### config.mk
export PLATFORM = sky130hd
export DESIGN_NAME = sync_fifo_param
export DESIGN_NICKNAME = d
export VERILOG_FILES = /design/src/rtl/fifo_pkg.sv /design/src/rtl/fifo_ram.sv /design/src/rtl/sync_fifo_param.sv
export SDC_FILE = /design/constraint.sdc
export NUM_CORES = 1
export LEC_CHECK = 0
export ABC_AREA = 1
export CAP_MARGIN = 0
export CELL_PAD_IN_SITES_DETAIL_PLACEMENT = 1
export CELL_PAD_IN_SITES_GLOBAL_PLACEMENT = 1
export CORE_ASPECT_RATIO = 0.9
export CORE_MARGIN = 2
export CORE_UTILIZATION = 40
export DETAILED_ROUTE_END_ITERATION = 7
export PLACE_DENSITY = 0.73
export SYNTH_ARGS = -nofsm -noshare
export SYNTH_HDL_FRONTEND = slang
export SYNTH_SLANG_ARGS = --single-unit
export TNS_END_PERCENT = 10
### constraint.sdc
create_clock -name clk -period 3.13 [get_ports clk]
set_input_delay 0.313 -clock clk [delete_from_list [all_inputs] [get_ports clk]]
set_output_delay 0.313 -clock clk [all_outputs]
set_load 0.02 [all_outputs]
### src/rtl/fifo_pkg.sv
`default_nettype none
// ============================================================================
//  Module      : fifo_pkg
//  Description : Shared defaults, width helpers and status type for the
//                parametrised single-clock FIFO.
//  Revision    : 1.0  initial release
// ============================================================================
package fifo_pkg;

  localparam int DEF_WIDTH = 32;
  localparam int DEF_DEPTH = 32;

  // Occupancy counter must hold the value DEPTH itself, hence depth+1.
  function automatic int cnt_width(input int depth);
    return $clog2(depth + 1);
  endfunction

  // Pointer addresses entries 0..depth-1; never narrower than one bit.
  function automatic int ptr_width(input int depth);
    return (depth <= 2) ? 1 : $clog2(depth);
  endfunction

  typedef struct packed {
    logic full;
    logic empty;
    logic almost_full;
    logic almost_empty;
  } fifo_status_t;

endpackage
`default_nettype wire

### src/rtl/fifo_ram.sv
`default_nettype none
// ============================================================================
//  Module      : fifo_ram
//  Description : DEPTH x WIDTH storage, one synchronous write port and one
//                registered read port with read enable. Array is not reset;
//                only the read register is.
//  Revision    : 1.0  initial release
// ============================================================================
module fifo_ram
  import fifo_pkg::*;
#(
  parameter int WIDTH = DEF_WIDTH,
  parameter int DEPTH = DEF_DEPTH,
  localparam int PW   = ptr_width(DEPTH)
) (
  input  logic             clk,
  input  logic             rst_n,
  input  logic             wr_en_i,
  input  logic [PW-1:0]    wr_addr_i,
  input  logic [WIDTH-1:0] wr_data_i,
  input  logic             rd_en_i,
  input  logic [PW-1:0]    rd_addr_i,
  output logic [WIDTH-1:0] rd_data_o
);

  logic [WIDTH-1:0] mem_q [DEPTH];
  logic [WIDTH-1:0] rd_data_q;

  // Storage write; contents are deliberately left unreset.
  always_ff @(posedge clk) begin
    if (wr_en_i) begin
      mem_q[wr_addr_i] <= wr_data_i;
    end
  end

  // Registered read; holds its last value when no read is enabled.
  always_ff @(posedge clk or negedge rst_n) begin
    if (!rst_n) begin
      rd_data_q <= '0;
    end else if (rd_en_i) begin
      rd_data_q <= mem_q[rd_addr_i];
    end
  end

  assign rd_data_o = rd_data_q;

endmodule
`default_nettype wire

### src/rtl/sync_fifo_param.sv
`default_nettype none
// ============================================================================
//  Module      : sync_fifo_param
//  Description : Parametrised single-clock FIFO with registered flags,
//                occupancy count, almost-full/empty thresholds, synchronous
//                flush and sticky overflow/underflow.
//  Revision    : 1.0  initial release
// ============================================================================
module sync_fifo_param
  import fifo_pkg::*;
#(
  parameter int  WIDTH    = DEF_WIDTH,
  parameter int  DEPTH    = DEF_DEPTH,
  parameter int  AF_LEVEL = 28,
  parameter int  AE_LEVEL = 4,
  localparam int CW       = cnt_width(DEPTH),
  localparam int PW       = ptr_width(DEPTH)
) (
  input  logic             clk,
  input  logic             rst,
  input  logic             flush,
  input  logic             wr_en,
  input  logic [WIDTH-1:0] data_in,
  input  logic             rd_en,
  output logic [WIDTH-1:0] data_op,
  output logic             data_valid,
  output logic             full,
  output logic             empty,
  output logic             almost_full,
  output logic             almost_empty,
  output logic [CW-1:0]    count,
  output logic             overflow,
  output logic             underflow,
  input  logic             clr_err
);

  // Parameter range checks, evaluated at elaboration.
  if (WIDTH < 1) begin : g_chk_width
    $error("sync_fifo_param: WIDTH must be >= 1");
  end
  if (DEPTH < 2) begin : g_chk_depth
    $error("sync_fifo_param: DEPTH must be >= 2");
  end
  if (AF_LEVEL < 1 || AF_LEVEL > DEPTH) begin : g_chk_af
    $error("sync_fifo_param: AF_LEVEL must be in 1..DEPTH");
  end
  if (AE_LEVEL < 0 || AE_LEVEL > DEPTH - 1) begin : g_chk_ae
    $error("sync_fifo_param: AE_LEVEL must be in 0..DEPTH-1");
  end
  if (AE_LEVEL >= AF_LEVEL) begin : g_chk_order
    $error("sync_fifo_param: AE_LEVEL must be below AF_LEVEL");
  end

  localparam logic [PW-1:0] c_LAST_PTR = PW'(DEPTH - 1);
  localparam logic [CW-1:0] c_DEPTH    = CW'(DEPTH);
  localparam logic [CW-1:0] c_AF       = CW'(AF_LEVEL);
  localparam logic [CW-1:0] c_AE       = CW'(AE_LEVEL);

  logic [PW-1:0] wr_ptr_q, wr_ptr_d;
  logic [PW-1:0] rd_ptr_q, rd_ptr_d;
  logic [CW-1:0] count_q,  count_d;
  fifo_status_t  status_q, status_d;
  logic          data_valid_q, data_valid_d;
  logic          overflow_q,   overflow_d;
  logic          underflow_q,  underflow_d;
  logic          w_wr_acc, w_rd_acc;

  // Explicit wrap compare keeps pointers in 0..DEPTH-1 for any DEPTH.
  function automatic logic [PW-1:0] next_ptr(input logic [PW-1:0] ptr);
    return (ptr == c_LAST_PTR) ? '0 : ptr + PW'(1);
  endfunction

  // Acceptance from registered flags, next-state pointers/count/flags/errors.
  always_comb begin
    w_wr_acc     = wr_en & ~status_q.full  & ~flush;
    w_rd_acc     = rd_en & ~status_q.empty & ~flush;

    wr_ptr_d     = wr_ptr_q;
    rd_ptr_d     = rd_ptr_q;
    count_d      = count_q;
    data_valid_d = w_rd_acc;

    if (flush) begin
      wr_ptr_d = '0;
      rd_ptr_d = '0;
      count_d  = '0;
    end else begin
      if (w_wr_acc) wr_ptr_d = next_ptr(wr_ptr_q);
      if (w_rd_acc) rd_ptr_d = next_ptr(rd_ptr_q);
      count_d = count_q + CW'(w_wr_acc) - CW'(w_rd_acc);
    end

    // Flags follow the post-access occupancy so they are never a cycle late.
    status_d.full         = (count_d == c_DEPTH);
    status_d.empty        = (count_d == '0);
    status_d.almost_full  = (count_d >= c_AF);
    status_d.almost_empty = (count_d <= c_AE);

    // A new error in the same cycle as clr_err wins; flush ignores requests.
    overflow_d  = (wr_en & status_q.full  & ~flush) | (overflow_q  & ~clr_err);
    underflow_d = (rd_en & status_q.empty & ~flush) | (underflow_q & ~clr_err);
  end

  // Control state registers with asynchronous active-low clear.
  always_ff @(posedge clk or negedge rst) begin
    if (!rst) begin
      wr_ptr_q              <= '0;
      rd_ptr_q              <= '0;
      count_q               <= '0;
      status_q.full         <= 1'b0;
      status_q.empty        <= 1'b1;
      status_q.almost_full  <= 1'b0;
      status_q.almost_empty <= 1'b1;
      data_valid_q          <= 1'b0;
      overflow_q            <= 1'b0;
      underflow_q           <= 1'b0;
    end else begin
      wr_ptr_q     <= wr_ptr_d;
      rd_ptr_q     <= rd_ptr_d;
      count_q      <= count_d;
      status_q     <= status_d;
      data_valid_q <= data_valid_d;
      overflow_q   <= overflow_d;
      underflow_q  <= underflow_d;
    end
  end

  fifo_ram #(
    .WIDTH (WIDTH),
    .DEPTH (DEPTH)
  ) u_ram (
    .clk       (clk),
    .rst_n     (rst),
    .wr_en_i   (w_wr_acc),
    .wr_addr_i (wr_ptr_q),
    .wr_data_i (data_in),
    .rd_en_i   (w_rd_acc),
    .rd_addr_i (rd_ptr_q),
    .rd_data_o (data_op)
  );

  assign data_valid   = data_valid_q;
  assign full         = status_q.full;
  assign empty        = status_q.empty;
  assign almost_full  = status_q.almost_full;
  assign almost_empty = status_q.almost_empty;
  assign count        = count_q;
  assign overflow     = overflow_q;
  assign underflow    = underflow_q;

endmodule
`default_nettype wire

Word level (Yosys, flattened, before mapping). Memory sizes are Yosys's and may differ from the RTL's. A register that Yosys moved wholly into a read port is not among the register bits. Cells that the tools add are included.

Bits in registers: 23. Bits in latches: 0. RAM bits: 1024. Memory bits (read-only): 0. Input bits: 38. Output and inout bits: 45. Logic and storage cells: 49. Memories: 1.

Add/subtract/negate cells: 4. Multipliers: 0. Div/mod/pow operators: 0. Magnitude comparators: 2. Eq/ne operators: 3. Shifts and indexed selects: 0. Mux-type cells: 9. Bitwise operators: 16. Reductions and logical operators: 4.

Memories: u_ram.mem_q (depth 32, width 32, read ports 1, clocked after memory_dff 1, write ports 1, RTL line fifo_ram.sv:26) `logic [WIDTH-1:0] mem_q [DEPTH];`.

Operators with widths (count): 2-to-1 mux 5 bit (6); adder 5 x 1 -> 5 bit (second input constant) (2); bitwise AND 1 bit (10); == test 5 bit (second input constant) (2); adder 6 x 1 -> 6 bit (1); == test 6 bit (second input constant) (1); >= comparator 6 x 5 -> 1 bit (second input constant) (1); <= comparator 6 x 3 -> 1 bit (second input constant) (1); logical NOT 6 bit (1); 2-to-1 mux 6 bit (1); subtractor 6 x 1 -> 6 bit (1); NOT 1 bit (4); nonzero test 2 bit (2); 2-to-1 mux 1 bit (2); bitwise OR 1 bit (2); logical NOT 1 bit (1).

Depth between registers and ports, before layout. Gate-level depths: netlist (run 1).

Word-level depth: 7. Depth in mapped cells: 16. Mapped depth without buffers: 16.

Hierarchy. Synthesis (run 1) repeated with hierarchy kept, for this count alone.

Cells, all modules: 3696. Area total of the unflattened synthesis: 43915.9 µm².

By module, submodules not included: fifo_ram (times used 1, cells an instance 3544, area an instance 42588.3 µm², seq. area each 31550.3 µm²); sync_fifo_param (times used 1, cells an instance 152, area an instance 1327.5 µm², seq. area each 578.1 µm²).

Worst setup path before layout (run 1). OpenSTA, ideal clock, no wires.

Path type: reg-to-reg. From: register, netlist name full. To: memory u_ram.mem_q[0][0] (netlist bit) (enable). Setup time: 421 ps. Data arrival time: 2608 ps. Setup slack: 101 ps. Cell stages (with the launch flop): 4. Path buffers: 0. Period minus slack after synthesis: 3029 ps. Cell sequence: dfrtp_1 > nor3_1 > nand2_1 > nor2_1.

Cells in the longest elaborated chain, start to end: 5.

RTL lines: NOT 1 bit (RTL line sync_fifo_param.sv:75) `w_wr_acc = wr_en & ~status_q.full & ~flush;`; bitwise AND 1 bit (2 in a row) (RTL line sync_fifo_param.sv:75); 2-to-1 mux 1 bit (RTL line fifo_ram.sv:31) `if (wr_en_i) begin`; 2-to-1 mux 1 bit (implied by the code) (RTL line fifo_ram.sv:32) `mem_q[wr_addr_i] <= wr_data_i;`; end: declaration (RTL line fifo_ram.sv:26).

No other way between the ends.

==> results.sh, run 1 <==
export IMPL_status="finished clean"
export IMPL_cts_buffers=104
export IMPL_drt_pass1_iterations=5
export IMPL_synth_top_cell_area_share_pct=70.7
export IMPL_crit_fanout=4
export IMPL_whs_ns=0.220
export IMPL_p_per_area_mw_per_mm2=692
export IMPL_die_h_um=317
export IMPL_clock_path_buffers=3
export IMPL_grt_pass1_vias=30700
export IMPL_gp_congestion=0.788
export IMPL_regArea_mm2=0.0321
export IMPL_clkSinkCount=1079
export IMPL_grt_max_degree=104
export IMPL_fmax_mhz=371
export IMPL_hold_viol_final=0
export IMPL_min_period_over_period_pct=86.2
export IMPL_track_usage_pct=24.3
export IMPL_post_cts_resized=0
export IMPL_drc=0
export IMPL_cts_root_buffer="clkbuf_16"
export IMPL_initial_core_util_pct=40.4
export IMPL_slew_viol_final=0
export IMPL_cts_htree_levels=3
export IMPL_layout_drive_gt1_share_pct=8.64
export IMPL_crit_type="reg2reg"
export IMPL_cts_tree="yes"
export IMPL_fin_nets=3899
export IMPL_place_inst=5190
export IMPL_hold_class="in2reg"
export IMPL_synth_nets=3782
export IMPL_post_route_util_pct=46.6
export IMPL_drtIter0Drc=3082
export IMPL_nFillCells=11200
export IMPL_clkTransAtPathRegs_ns=0.06
export IMPL_ir_worst_vdd_v=0.000634
export IMPL_synth_seq_area_share_pct=73.8
export IMPL_max_cap_violations=0
export IMPL_layout_commonest_cell="nand2_1"
export IMPL_cp_end_kind="flop"
export IMPL_vias_per_cell=5.54
export IMPL_rows=114
export IMPL_synth_cell_types=27
export IMPL_fin_setup_tns_ns=0
export IMPL_fin_cells=5388
export IMPL_antenna_left=0
export IMPL_grt_pass1_wl_mm=199
export IMPL_report_final_setup_viol=0
export IMPL_leakage_nw=18.6
export IMPL_ios=83
export IMPL_clk_latency_ns=0.69
export IMPL_rsz0062_at_grt="false"
export IMPL_min_period_ns=2.70
export IMPL_yosysTopAreaCell="edfxtp_1"
export IMPL_slew_headroom_pct=21.0
export IMPL_dr_total_vias=29800
export IMPL_cp_data_required_time_ns=3.71
export IMPL_avgSynthCellArea_um2=11.7
export IMPL_tightestPinTransition_ns=1.18
export IMPL_antenna_found_initial=6
export IMPL_finClkSkew_ns=0.0281
export IMPL_dp_final_hpwl_mm=76.6
export IMPL_syn_area_mm2=0.0435
export IMPL_arrival_ns=3.28
export IMPL_wl_mm=136
export IMPL_port_buffers=82
export IMPL_synth_seq_cells=1079
export IMPL_synth_area_leaders="edfxtp_1 (71%), nand2_1 (14%), nand3_1 (6.4%)"
export IMPL_syn2layout_area_growth_pct=15.3
export IMPL_die_area_mm2=0.111
export IMPL_cp_start_kind="flop"
export IMPL_netlist_instances=3730
export IMPL_placeableCoreArea_mm2=0.108
export IMPL_synth_warnings=0
export IMPL_multiInputGateArea_mm2=0.0103
export IMPL_die_w_um=352
export IMPL_totalPowerFinal_mw=34.7
export IMPL_avgRoutedWirePerCell_um=25.2
export IMPL_final_cell_mix="nand2_1 (1592), edfxtp_1 (1024), nand3_1 (559)"
export IMPL_gr_total_overflow=0
==> final timing paths <==
check,startpoint,endpoint,slack (ns),cells after the start
max in group asynchronous,rst,u_ram.rd_data_o[8]$_DFFE_PN0P_,2.02,3
min in group asynchronous,rst,u_ram.rd_data_o[24]$_DFFE_PN0P_,0.33,2
min,clr_err,overflow$_DFF_PN0_,0.22,2
max,full$_DFF_PN0_,full$_DFF_PN0_,0.43,14
max reg2reg,full$_DFF_PN0_,full$_DFF_PN0_,0.43,14
min reg2reg,u_ram.rd_data_o[11]$_DFFE_PN0P_,u_ram.rd_data_o[11]$_DFFE_PN0P_,0.49,2
==> cell type report <==
cell class | instances | area share (%)
multi-input cells | 2405 | 20.6
well taps | 1450 | 3.62
flip-flops and latches | 1079 | 64.1
repair buffers | 222 | 4.65
clock buffers | 131 | 5.51
diodes | 1 | 0.00499
clock inverters | 65 | 1.20
inverters | 35 | 0.307
==> registers in the layout, summed over array words and instances (netlist names) <==
signal and flops:
empty 1, overflow 1, u_ram.mem_q 1024, count 6, u_ram.rd_data_o 32, almost_full 1, rd_ptr_q 5, underflow 1
data_valid 1, full 1, wr_ptr_q 5, almost_empty 1
==> through the flow <==
stage                     instance area [um2]  setup slack (ns)
final                                   50200             0.433
after global routing                    50200             0.175
after CTS                               50200             0.436
after detailed placement                46800            0.0504
after global placement                  46800             0.105
after floorplan                         43500             0.101
==> kinds of logic after synthesis <==
family / count (synthesis) / share of synthesized area, %
XOR/XNOR: 5 / 0.101
buffers and inverters: 246 / 2.98
flip-flops: 1079 / 73.8
AO/OA/AOI/OAI: 146 / 1.69
adder cells (fa/ha/maj): 14 / 0.420
AND/OR/NAND/NOR: 2240 / 21.0
==> Yosys cell counts, drive strengths merged <==
library cell	number
nand2	1593
or2	1
nor3	4
dfrtp	53
xnor2	2
dfstp	2
xor2	3
nand3	559
nand3b	1
edfxtp	1024
inv	35
o21ai	11
ha	13
clkbuf	72
a21oi	131
nor2	80
nand4	2
fa	1
buf	139
o22ai	4
==> timing repair <==
| item | 4_1_cts | 5_1_grt |
|---|---|---|
| hold buffers | 1 | 0 |
| setup buffers | 0 | 0 |
| endpoints found under the hold margin | 32 | 0 |
==> routing by layer <==
layer | global-route usage [%] | wire length [um]
met5 | 0 | 76
met1 | 33.3 | 57300
met3 | 3.46 | 9510
met2 | 39.7 | 64600
met4 | 8.57 | 4470
==> power breakdown <==
group	internal (mW)	leakage (nW)	total, mW	switching, mW
Clock	7.09	1.65	12.6	5.51
Combinational	1.73	7.06	5.59	3.86
Sequential	16.2	9.91	16.5	0.324
Total	25.0	18.6	34.7	9.69
==> critical path, cell delays in order (launching register included) <==
cell	delay, ns
dfrtp_1	0.41
nor3_1	0.28
inv_1	0.10
ha_1	0.28
inv_1	0.04
ha_1	0.20
fa_1	0.43
nand2_1	0.10
nand2_1	0.06
a21oi_1	0.18
nor2_1	0.06
nor2_1	0.21
inv_1	0.09
nand3_1	0.10
nor2_1	0.05
Note: power is estimated with default switching activity, not from simulation.
==> inputs of run 2 (changes only) <==
- CORE_MARGIN: 2 -> 3
- REMOVE_ABC_BUFFERS: unset -> 1
- SKIP_CTS_REPAIR_TIMING: unset -> 1
==> run 2 against run 1 <==
  * Clock power is essentially flat
  * Total power hardly changed
  * Non-clock buffer count is 9 lower
  * Cell area up 0.18%
  * Critical endpoint unchanged
  * Highest routed layer is now met4
  * First-iteration DRC count is 7.5% lower
  * Hold slack got worse by 0.14 ns
  * Fmax decreased by 0.75%
==> results.sh, run 2 (same netlist as run 1, synthesis figures left out) <==
export IMPL_status="finished clean"
export IMPL_clkSinkCount=1079
export IMPL_cts_buffers=110
export IMPL_rsz0062_at_grt="false"
export IMPL_cts_tree="yes"
export IMPL_slew_headroom_pct=16.6
export IMPL_tightestPinTransition_ns=1.25
export IMPL_gr_total_overflow=0
export IMPL_initial_core_util_pct=40.4
export IMPL_rr_worst_depth=14
export IMPL_layout_commonest_cell="nand2_1"
export IMPL_hold_class="in2async"
export IMPL_grt_pass1_vias=31100
export IMPL_drc=0
export IMPL_final_area_mm2=0.0502
export IMPL_crit_type="reg2reg"
export IMPL_max_cap_violations=0
export IMPL_fin_cells=5390
export IMPL_wl_mm=130
export IMPL_nFillCells=11300
export IMPL_clkTransAtPathRegs_ns=0.06
export IMPL_cp_data_required_time_ns=3.71
export IMPL_largest_reg_flops=1024
export IMPL_cts_root_buffer="clkbuf_16"
export IMPL_grt_max_degree=142
export IMPL_slew_viol_final=0
export IMPL_post_route_util_pct=46.7
export IMPL_cpMaxStageDelayCell="fa_1"
export IMPL_clock_path_buffers=3
export IMPL_fin_nets=3896
export IMPL_totalPowerFinal_mw=34.7
export IMPL_arrival_ns=3.30
export IMPL_fin_setup_tns_ns=0
export IMPL_min_period_over_period_pct=86.8
export IMPL_ios=83
export IMPL_crit_fanout=4
export IMPL_final_cell_mix="nand2_1 (1592), edfxtp_1 (1024), nand3_1 (559)"
export IMPL_clk_latency_ns=0.69
export IMPL_drtIter0Drc=2851
export IMPL_placed_cell_area_mm2=0.0467
export IMPL_min_period_ns=2.72
export IMPL_antenna_left=0
export IMPL_antenna_found_initial=0
export IMPL_grt_pass1_wl_mm=195
export IMPL_dr_total_vias=29400
export IMPL_cts_htree_levels=3
export IMPL_cp_end_kind="flop"
export IMPL_vias_per_cell=5.46
export IMPL_track_usage_pct=22.8
export IMPL_gp_congestion=0.781
export IMPL_die_area_mm2=0.113
export IMPL_avgRoutedWirePerCell_um=24.0
export IMPL_dp_final_hpwl_mm=71.5
export IMPL_place_inst=5181
export IMPL_ir_worst_vdd_v=0.000582
export IMPL_fmax_mhz=368
export IMPL_finClkSkew_ns=0.0272
export IMPL_path_cells="nor3_1 > inv_1 > ha_1 > inv_1 > ha_1 > fa_1 > nand2_1 > nand2_1 > a21oi_1 > nor2_1 > nor2_1 > inv_1 > nand3_1 > nor2_1"
export IMPL_cp_start_kind="flop"
export IMPL_p_per_area_mw_per_mm2=691
export IMPL_largest_register="u_ram.mem_q"
export IMPL_syn2layout_area_growth_pct=15.5
export IMPL_rows=114
export IMPL_die_w_um=354
export IMPL_port_buffers=82
export IMPL_leakage_nw=18.7
export IMPL_report_final_setup_viol=0
export IMPL_placeableCoreArea_mm2=0.108
export IMPL_layout_drive_gt1_share_pct=8.65
export IMPL_antennaDiodeCount=0
export IMPL_die_h_um=319
export IMPL_worst_path_largest_cell_delay_ns=0.42
export IMPL_drt_pass1_iterations=5
export IMPL_hold_viol_final=0
## run 2: through the flow
| step | setup slack (ns) | hold WS (ns) |
|---|---|---|
| finish | 0.413 | 0.0829 |
| detailed placement | 0.0104 | 0.249 |
| global route | 0.140 | 0.0982 |
| global placement | 0.0801 | 0.248 |
| floorplan | -17.26 | 0.0174 |
| CTS | 0.388 | -0.496 |
## run 2: critical path: cells and delay by family (launching register included)
family,cells,cell delay (ns)
adder cells (fa/ha/maj),3,0.92
AND/OR/NAND/NOR,7,0.85
flip-flops,1,0.41
buffers and inverters,3,0.23
AO/OA/AOI/OAI,1,0.20
## run 2: where the power goes
part	total, mW	switching, mW	leakage [nW]	internal [mW]
clock	12.9	5.60	1.73	7.27
combinational	5.33	3.63	7.02	1.70
sequential	16.5	0.292	9.91	16.2
total	34.7	9.52	18.7	25.2
## run 2: cell type report
cell class	instances	area, um2	share of cell area, %
Clock buffer	153	2980	5.94
Tap cell	1450	1810	3.61
Inverter	35	154	0.306
Clock inverter	55	518	1.03
Sequential cell	1079	32100	64.0
Multi-Input combinational cell	2405	10300	20.6
Timing Repair Buffer	213	2290	4.56
## run 2: final timing paths
kind / start / endpoint / slack (ns)
worst max-delay path: full$_DFF_PN0_ / full$_DFF_PN0_ / 0.41
worst min-delay path: rst / u_ram.rd_data_o[3]$_DFFE_PN0P_ / 0.08
worst max register to register: full$_DFF_PN0_ / full$_DFF_PN0_ / 0.41
worst min register to register: u_ram.rd_data_o[5]$_DFFE_PN0P_ / u_ram.rd_data_o[5]$_DFFE_PN0P_ / 0.48
max in group asynchronous: rst / u_ram.rd_data_o[2]$_DFFE_PN0P_ / 2.29
min in group clk: clr_err / underflow$_DFF_PN0_ / 0.22
## run 2: layer usage
layer / global-route usage, % / share of wire [%] / vias to the layer above
met5: 0 / 0 / -
met3: 3.01 / 5.4 / 252
li1: - / - / 13100
met2: 38.6 / 50 / 943
met1: 30.1 / 41 / 15100
met4: 8.24 / 3.5 / 0
